--- src/rtl/sauria_pkg.sv ---
// Shared SAURIA definitions: SRAM C geometry defaults and the
// partial-sum packer FSM state encoding.
package sauria_pkg;

    localparam int DEF_OC_W    = 16;
    localparam int DEF_SRAMC_W = 128;
    localparam int DEF_SRAMC_N = DEF_SRAMC_W / DEF_OC_W;
    localparam int DEF_ADRC_W  = 11;

    typedef enum logic [1:0] {
        PP_IDLE  = 2'd0,
        PP_FILL  = 2'd1,
        PP_WRITE = 2'd2,
        PP_DONE  = 2'd3
    } pp_state_e;

endpackage

--- src/rtl/sauria_psum_packer.sv ---
// Packs OC_W-bit partial sums LSB-first into SRAMC_W-bit SRAM C words
// and writes i_n_words consecutive words starting at i_base_addr.
// Ports: i_clk/i_rst (async high), i_start/i_base_addr/i_n_words (job),
//   i_psum_data/i_psum_valid/o_psum_ready (element stream), i_flush
//   (close partial word), o_sramc_* (write port), o_busy/o_done (status).
// Build option: PSUM_PACKER_WMASK_EN drives a per-slot fill mask on
//   o_sramc_wmask; otherwise the mask is tied all-ones.
module sauria_psum_packer
    import sauria_pkg::*;
#(
    parameter int OC_W    = DEF_OC_W,
    parameter int SRAMC_W = DEF_SRAMC_W,
    parameter int SRAMC_N = SRAMC_W / OC_W,
    parameter int ADRC_W  = DEF_ADRC_W
) (
    input  logic               i_clk,
    input  logic               i_rst,
    input  logic               i_start,
    input  logic [ADRC_W-1:0]  i_base_addr,
    input  logic [ADRC_W:0]    i_n_words,
    input  logic [OC_W-1:0]    i_psum_data,
    input  logic               i_psum_valid,
    output logic               o_psum_ready,
    input  logic               i_flush,
    output logic               o_sramc_wren,
    output logic [ADRC_W-1:0]  o_sramc_addr,
    output logic [SRAMC_W-1:0] o_sramc_wdata,
    output logic [SRAMC_N-1:0] o_sramc_wmask,
    output logic               o_busy,
    output logic               o_done
);

    localparam int SLOT_W = (SRAMC_N > 1) ? $clog2(SRAMC_N) : 1;
    localparam logic [SLOT_W-1:0] LAST_SLOT = SLOT_W'(SRAMC_N - 1);

    pp_state_e          state;
    logic [SLOT_W-1:0]  slot;
    logic [ADRC_W-1:0]  addr;
    logic [ADRC_W:0]    remain;
    logic [SRAMC_W-1:0] data;
    logic               xfer;
    logic               close;

    assign o_psum_ready = (state == PP_FILL);
    assign xfer         = i_psum_valid && o_psum_ready;

    // A word closes when its last slot fills, or on a flush once it
    // holds at least one element (counting one arriving this cycle).
    assign close = (xfer && (slot == LAST_SLOT))
                || (o_psum_ready && i_flush && (xfer || (slot != '0)));

    always_ff @(posedge i_clk or posedge i_rst) begin
        if (i_rst) begin
            state  <= PP_IDLE;
            slot   <= '0;
            addr   <= '0;
            remain <= '0;
            data   <= '0;
        end else begin
            unique case (state)
                PP_IDLE: begin
                    if (i_start) begin
                        addr   <= i_base_addr;
                        remain <= i_n_words;
                        slot   <= '0;
                        data   <= '0;
                        state  <= (i_n_words == '0) ? PP_DONE : PP_FILL;
                    end
                end
                PP_FILL: begin
                    if (xfer) begin
                        data[int'(slot)*OC_W +: OC_W] <= i_psum_data;
                        slot <= slot + 1'b1;
                    end
                    if (close) begin
                        state <= PP_WRITE;
                    end
                end
                PP_WRITE: begin
                    // Clearing here keeps unfilled slots of the next
                    // word zero without a separate pad step.
                    addr   <= addr + 1'b1;
                    remain <= remain - 1'b1;
                    slot   <= '0;
                    data   <= '0;
                    if (remain == (ADRC_W+1)'(1)) begin
                        state <= PP_DONE;
                    end else begin
                        state <= PP_FILL;
                    end
                end
                PP_DONE: begin
                    state <= PP_IDLE;
                end
            endcase
        end
    end

`ifdef PSUM_PACKER_WMASK_EN
    logic [SRAMC_N-1:0] fill_mask;

    always_ff @(posedge i_clk or posedge i_rst) begin
        if (i_rst) begin
            fill_mask <= '0;
        end else if (state == PP_WRITE) begin
            fill_mask <= '0;
        end else if (state == PP_IDLE && i_start) begin
            fill_mask <= '0;
        end else if (xfer) begin
            fill_mask[slot] <= 1'b1;
        end
    end

    assign o_sramc_wmask = (state == PP_WRITE) ? fill_mask : '0;
`else
    assign o_sramc_wmask = '1;
`endif

    assign o_sramc_wren  = (state == PP_WRITE);
    assign o_sramc_addr  = addr;
    assign o_sramc_wdata = data;
    assign o_busy        = (state != PP_IDLE);
    assign o_done        = (state == PP_DONE);

endmodule

--- config.mk ---
export PLATFORM = sky130hd
export DESIGN_NAME = sauria_psum_packer
export DESIGN_NICKNAME = d
export VERILOG_FILES = /design/src/rtl/sauria_pkg.sv /design/src/rtl/sauria_psum_packer.sv
export SDC_FILE = /design/constraint.sdc
export NUM_CORES = 1
export LEC_CHECK = 0
export CORE_ASPECT_RATIO = 0.8
export CORE_MARGIN = 2
export CORE_UTILIZATION = 45
export DETAILED_ROUTE_END_ITERATION = 8
export GPL_TIMING_DRIVEN = 0
export MAX_ROUTING_LAYER = met4
export PLACE_DENSITY_LB_ADDON = 0.12
export REMOVE_ABC_BUFFERS = 1
export SLEW_MARGIN = 20
export SYNTH_ARGS = -nofsm -noshare
export SYNTH_HDL_FRONTEND = slang
export SYNTH_SLANG_ARGS = --single-unit
export TNS_END_PERCENT = 10
--- constraint.sdc ---
create_clock -name i_clk -period 9.52 [get_ports i_clk]
set_input_delay 1.428 -clock i_clk [delete_from_list [all_inputs] [get_ports i_clk]]
set_output_delay 1.428 -clock i_clk [all_outputs]
set_load 0.05 [all_outputs]
==> results of run 1 <==
[metal layers]
layer	part of all wire, %	vias up
met5	0	-
met2	42	240
met3	8.8	19
li1	-	2417
met4	1.3	0
met1	48	2723
[synth_stat cells (2+ instances only)]
master	n	area share, %
inv_1	12	0.67
a21oi_1	20	1.5
buf_4	12	1.3
a211oi_1	5	0.56
nand3_1	7	0.52
a311oi_1	5	0.65
o21ai_1	2	0.15
nand2b_1	4	0.37
nor3b_1	6	0.67
buf_6	2	0.34
or2_2	5	0.47
o21ai_0	11	0.82
nand4_1	3	0.28
a22o_1	118	15
nand2_1	20	1.1
clkbuf_1	6	0.34
o22ai_1	10	0.93
nor4_1	6	0.56
nor3_2	4	0.60
or3_1	2	0.19
a21o_1	4	0.45
buf_1	19	1.1
o31a_1	3	0.39
o21ai_2	3	0.39
a22o_2	10	1.5
o22a_1	7	0.91
ha_1	10	1.9
nor2_1	16	0.89
mux2i_1	4	0.60
and3_1	3	0.28
buf_2	17	1.3
dfrtp_1	156	58
nor3_1	13	0.97
[cell usage in the layout (no fill, tap or decap), drive strengths merged, types with 10 or more instances in the layout]
cell type,n
a21oi,20
a22o,128
clkbuf,18
clkdlybuf4s50,186
dfrtp,156
ha,10
inv,18
nand2,21
nor2,17
nor3,18
o21ai,16
o22ai,10
[cells by family after synthesis]
group | count (synthesis) | share of synthesized area (%)
and+or+nand+nor | 102 | 8.79
muxes | 4 | 0.596
DFF | 156 | 58.1
other | 1 | 0.0558
adders and majority gates | 10 | 1.86
AOI/OAI and AO/OA | 211 | 25.3
buffers and inverters | 70 | 5.14
xor gates and xnor gates | 1 | 0.130
[power groups by stage]
stage	registers, mW	clock network [mW]	logic, mW
floorplan	1.01	0	0.436
global placement	0.869	0	0.864
global route	0.880	0.695	0.960
detailed placement	0.873	0	0.891
finish	0.865	0.655	0.895
CTS	0.862	0.665	0.894
[cell type report]
type / instances / share of cell area, %
flip-flops and latches: 156 / 42.6
multi-input cells: 336 / 27.4
repair buffers: 187 / 20.6
clock buffers: 18 / 4.69
well taps: 184 / 2.51
clock inverters: 14 / 1.49
inverters: 13 / 0.615
[sequential cells by signal, summed over array words and instances, names as in the netlist]
signal,cells
slot,3
o_sramc_addr,11
state,2
remain,12
o_sramc_wdata,128
[worst reg2reg max path, stage by stage, from the launching register on]
cell and delay (ps):
dfrtp_1 550, inv_1 170, ha_1 250, ha_1 440, nand2b_1 210, nor4_1 360
and3_1 680, a22o_1 250
[through the flow]
step | hold WS [ps] | cell area [µm²]
after floorplan | 541 | 6450
after global placement | 481 | 8540
after global routing | 514 | 9160
after CTS | 501 | 9160
after detailed placement | 480 | 8590
final | 495 | 9160
[final timing paths]
kind,from,endpoint,slack [ps]
worst max-delay path,state[1],o_sramc_wren,4620
worst min-delay path,o_sramc_addr[10],o_sramc_addr[10],500
worst max register to register,slot[0],o_sramc_wdata[15],6540
worst min register to register,o_sramc_addr[10],o_sramc_addr[10],500
max in group asynchronous,i_rst,o_sramc_wdata[21],7250
min in group asynchronous,i_rst,o_sramc_wdata[12],1470
==> summary.txt, run 1 <==
Run status
  – Status: completed

Synthesis
  – Yosys warns: 0
  – Synth Area per Inst: 12.1 µm²
  – Post-synth EDFFs: 0
  – Syn Std Cell Area: roughly 6700 µm²
  – Main flop type after synthesis: dfrtp_1
  – Register area share after synthesis: ~58%
  – Async set-reset flop share out of synthesis: 100%
  – Syn Inst Count: 555
  – Flops & latches, synth: about 160
  – Synth cell types: 63

Critical path
  – Crit path DAT: about 3500 ps
  – Critical Path Sink Type: output pin
  – Critical Path Stages: 3
  – Crit Path Class: reg2out
  – Required time worst endpoint: roughly 8100 ps
  – Crit-path max cell delay: 1070 ps
  – Buf/Inv on CP: 2
  – Reg2Reg Depth: 7
  – Setup crit start kind: register
  – Slowest CP cell: dfrtp_1
  – Worst path cell trace: nand2b_1 -> clkinv_1 -> clkdlybuf4s50_1
  – Crit-path max FO: 36
  – CP delay by family, top: buffers and inverters

CTS
  – Htree depth: 4
  – # clock sinks: 156
  – Cts-stage hold buffer count: 0
  – CTS clk-pin slew, worst paths: approximately 70 ps
  – Clock Latency Late Sink: 420 ps
  – Resized Gates After CTS: 0
  – Num CTS Buffers: 17
  – Post-CTS Setup Bufs: 0
  – Clock root cell: clkbuf_16
  – Clk buf depth: 2
  – CTS tree: done

Die
  – Initial core utilization: between 40% and 50%
  – Chip height: approximately 110 µm
  – I/O Pins: just under 200
  – Core area: 14400 µm²
  – Std cell rows: 39
  – Die extent in x: 141 µm
  – Die area: 15900 µm²

Power and ir drop
  – Net Sw Power: about 1 mW
  – Logic pwr share: a little under two fifths
  – Power Total: 2.42 mW
  – Seq pwr share: between 30% and 40%
  – Power per cell area: 264 nW/µm²
  – Max IR drop VDD: 0.000164 V
  – Clock Power Share: about 27%
  – Pint: 1.39 mW
  – Switching Fraction: between 40% and 50%
  – Leak: 4.01 nW

Routing
  – Via Count: 5399
  – Per-cell routed wire length: 21.7 µm
  – Post-DR vias/cell: 5.95
  – Iter 0 DRT Violations: 428
  – Detailed Route WL: around 20 mm
  – Drt drc: 0
  – Detail Route Antenna Nets: 0
  – 1st-pass router iterations: 4

Placed design
  – Place WS: 5100 ps
  – DP Cell Count: 876
  – Placer Congestion: slightly below 0.9
  – # port buffers: ~190
  – Half-perimeter wire length after placement: 13.2 mm

Layout
  – Layout cell share with drive strength beyond 1: 8.98%
  – Final core utilization: 63.4%
  – Combined area of the multi-input logic cells: 2510 µm²
  – Storage element area: 3900 µm²
  – Area delta synth->final: 36.3%
  – Final Instance Count excl. Fillers: about 910
  – Final nets: 765
  – Fillers: around 1100
  – Diode count: 0

Timing
  – Setup TNS: 0 ps
  – Setup-failing EPs final: 0
  – Slew Viols, Final: 0
  – Worst slew pin tran: 1100 ps
  – Final Worst Setup Slack: about 4600 ps
  – Minimum clock period: 4900 ps
  – Final Skew: 14.0 ps
  – Max Clock Freq: 204 MHz
  – Normalized max-slew margin: 26.8%
  – Post-route clock period utilization: 51.5%
  – RSZ-0062 raised after global routing: false
  – Final hold vios: 0

Global routing
  – Largest net degree at the start of global routing: slightly below 90
  – Remaining Overflow, GRT: 0
  – GR met1 Demand/Resource: 39.2%
  – All-Layer GR Usage: roughly 26%
  – Vias in the first global route: 5184
  – Antenna violations before repair: 0
  – First-pass GRT wire length: just over 30 mm
  – Routing usage on met2: 33.6%
  – GR Layer Usage met3: 7.91%
  – Top Usage Layer GRT: met1

Flow run
  – Max-cap violations: 0

Worst hold path
  – Min-Delay Path Class: reg2reg
  – Hold path cells: 1
(Power assumes the default switching activity.)
==> inputs of run 2 (changes only) <==
--- a/config.mk
+++ b/config.mk
@@ -7,7 +7,7 @@
 export LEC_CHECK = 0
 export CORE_ASPECT_RATIO = 0.8
 export CORE_MARGIN = 2
-export CORE_UTILIZATION = 45
+export CORE_UTILIZATION = 43
 export DETAILED_ROUTE_END_ITERATION = 8
 export GPL_TIMING_DRIVEN = 0
 export MAX_ROUTING_LAYER = met4
==> constraint.sdc (replaced) <==
create_clock -name i_clk -period 4.02 [get_ports i_clk]
set_input_delay 0.603 -clock i_clk [delete_from_list [all_inputs] [get_ports i_clk]]
set_output_delay 0.603 -clock i_clk [all_outputs]
set_load 0.05 [all_outputs]
==> run 2 against run 1 <==
Clock power grew 140%. Sequential cell count unchanged. Die area is 4.5% higher. Non-clock buffer count stayed put. Critical path depth unchanged. Routed wire length grew 1.4%. Largest cell class unchanged. Sequential power increased by 140%. Combinational power is 140% higher. Global-route usage is 0.48 points lower. First-iteration DRC count shrank 11%. Setup slack got worse by 4300 ps.
==> summary.txt, run 2 (same netlist as run 1, synthesis figures left out) <==
Layout
  – Final core utilization: 60.8% (-2.6 points)
  – Area delta synth->final: 37.3%
  – Layout cell share with drive strength beyond 1: 9.39% (+0.41 points)
  – Diode count: 0 (unchanged)
  – Commonest cells after routing, fill and taps aside: clkdlybuf4s50_1 (186), dfrtp_1 (155), a22o_1 (118), nand2_1 (20), a21oi_1 (20)
  – Largest register FFs: 128 (unchanged)
  – Final Instance Count excl. Fillers: 934 (+2.9%)
  – Final nets: 765 (unchanged)
  – Commonest non-fill, non-tap cell in the layout: clkdlybuf4s50_1

Critical path
  – Reg2reg start: slot[0]
  – Reg2Reg Depth: 7 (unchanged)
  – Required time worst endpoint: 3420 ps (-4670 ps)
  – Crit path DAT: 3060 ps (-420 ps)
  – Crit Path Class: reg2out
  – Crit-path max FO: 36 (unchanged)
  – Crit Reg-Reg Endpoint: o_sramc_wdata[6]
  – Setup crit start kind: register
  – Critical Path Sink Type: output pin
  – Reg2Reg Setup Slack: 1090 ps (-5450 ps)

Timing
  – Max Clock Freq: 273 MHz
  – Final Skew: 11.3 ps (-2.69 ps)
  – Post-route clock period utilization: approximately nine tenths
  – Worst slew pin tran: 878 ps (-220 ps)
  – Minimum clock period: 3670 ps
  – Slew Viols, Final: 0 (unchanged)
  – Final hold vios: 0 (unchanged)
  – Setup-failing EPs final: 0 (unchanged)
  – Final Worst Setup Slack: 354 ps (-4260 ps)
  – Setup TNS: 0 ps (unchanged)
  – RSZ-0062 raised after global routing: false
  – Hold Slack: 501 ps (+5.40 ps)
  – Normalized max-slew margin: 41.5% (+15 points)

Routing
  – Via Count: 5395 (-0.074%)
  – Post-DR vias/cell: 5.78 (-2.9%)
  – Iter 0 DRT Violations: 383 (-11%)
  – 1st-pass router iterations: 5 (+1)
  – Drt drc: 0 (unchanged)
  – Detail Route Antenna Nets: 0 (unchanged)
  – Per-cell routed wire length: 21.4 µm (-1.5%)
  – Detailed Route WL: 20.0 mm (+1.4%)

CTS
  – CTS tree: done
  – Clock root cell: clkbuf_16
  – Clk buf depth: 2 (unchanged)
  – Num CTS Buffers: 17 (unchanged)
  – Cts-stage hold buffer count: 0 (unchanged)
  – Resized Gates After CTS: 0 (unchanged)
  – # clock sinks: 156 (unchanged)
  – CTS clk-pin slew, worst paths: 60 ps (about the same)
  – Post-CTS Setup Bufs: 0 (unchanged)
  – Htree depth: 4 (unchanged)
  – Clock Latency Late Sink: 440 ps (+20 ps)

Power and ir drop
  – Logic pwr share: 37.0% (about the same)
  – Leak: 4.02 nW (+0.23%)
  – Max IR drop VDD: 0.000298 V (+82%)
  – Net Sw Power: 2.45 mW (+140%)
  – Pint: 3.33 mW (+140%)
  – Clock Power Share: 27.5% (+0.4 points)
  – Seq pwr share: 35.5% (-0.3 points)
  – Switching Fraction: 42.4% (+0.056 points)
  – Power per cell area: 627 nW/µm² (+140%)

Global routing
  – Remaining Overflow, GRT: 0 (unchanged)
  – Antenna violations before repair: 0 (unchanged)
  – Vias in the first global route: 5356 (+3.3%)
  – First-pass GRT wire length: 30.7 mm (-0.18%)
  – Largest net degree at the start of global routing: 87 (unchanged)
  – All-Layer GR Usage: 25.3% (-0.48 points)

Die
  – Core area: 15200 µm² (+5.0%)
  – Std cell rows: 40 (+2.6%)
  – Chip height: 116 µm (+2.2%)
  – Die area: 16600 µm² (+4.5%)
  – Initial core utilization: 44.3% (-2.2 points)
  – I/O Pins: 195 (unchanged)
  – Die extent in x: 144 µm (+2.2%)

Worst hold path
  – Min-Delay Path Class: reg2reg
  – Hold path start: o_sramc_wdata[29]
  – Hold path cells: 1 (unchanged)
  – Hold worst-path end: o_sramc_wdata[29]

Run status
  – Status: completed

Placed design
  – Placer Congestion: 0.897 (+2.7%)
  – DP Cell Count: 902 (+3.0%)
  – # port buffers: 186 (unchanged)
  – Place WS: 460 ps (-4640 ps)
  – Half-perimeter wire length after placement: 13.3 mm (+0.99%)

Flow run
  – Max-cap violations: 0 (unchanged)
-- run 2: changes by cell type in the layout (fill, tap and decap cells not counted), sizes merged --
cell    change
clkbuf      +1
inv         -1
-- run 2: metrics by stage --
step,area (µm²),total power [mW]
CTS,9200,5.77
global placement,8570,4.11
floorplan,6450,3.43
finish,9220,5.78
global route,9220,6.04
detailed placement,8610,4.18
-- run 2: layer usage --
layer	up-vias	wire length, µm	global-route usage (%)
met5	-	0	-
met2	201	8530	34.9
met4	0	259	6.73
li1	2402	-	-
met3	26	1450	7.02
met1	2766	9740	36.6
-- run 2: worst max-delay path by stage --
stage | startpoint | endpoint | slack (ps) | cells after the start
detailed placement | state[1] | o_sramc_wren | 460 | 3
CTS | state[1] | o_sramc_wren | 1 | 3
floorplan | i_rst | o_sramc_addr[0] | -790 | 1
global route | state[0] | o_sramc_wren | 210 | 3
global placement | i_rst | o_sramc_wdata[52] | -2740 | 2
finish | state[1] | o_sramc_wren | 350 | 3
-- run 2: power by group through the flow --
| stage | logic (mW) | clock network [mW] | registers, mW |
|---|---|---|---|
| 6_report | 2.14 | 1.59 | 2.05 |
| 5_1_grt | 2.28 | 1.67 | 2.09 |
| 4_1_cts | 2.12 | 1.60 | 2.04 |
| 3_5_place_dp | 2.12 | 0 | 2.06 |
| 3_3_place_gp | 2.06 | 0 | 2.05 |
| 2_1_floorplan | 1.03 | 0 | 2.39 |
-- run 2: final cells by class --
| cell class | instances | area, µm² |
|---|---|---|
| inverters | 13 | 56.3 |
| repair buffers | 187 | 1890 |
| multi-input cells | 336 | 2520 |
| clock buffers | 19 | 453 |
| clock inverters | 13 | 130 |
| fillers | 1221 | 5950 |
| flip-flops and latches | 156 | 3910 |
| well taps | 210 | 263 |
-- run 2: critical path: stages (launching register included) --
cell and delay [ps]:
dfrtp_2 650, nand2b_1 660, clkinv_1 500, clkdlybuf4s50_1 820
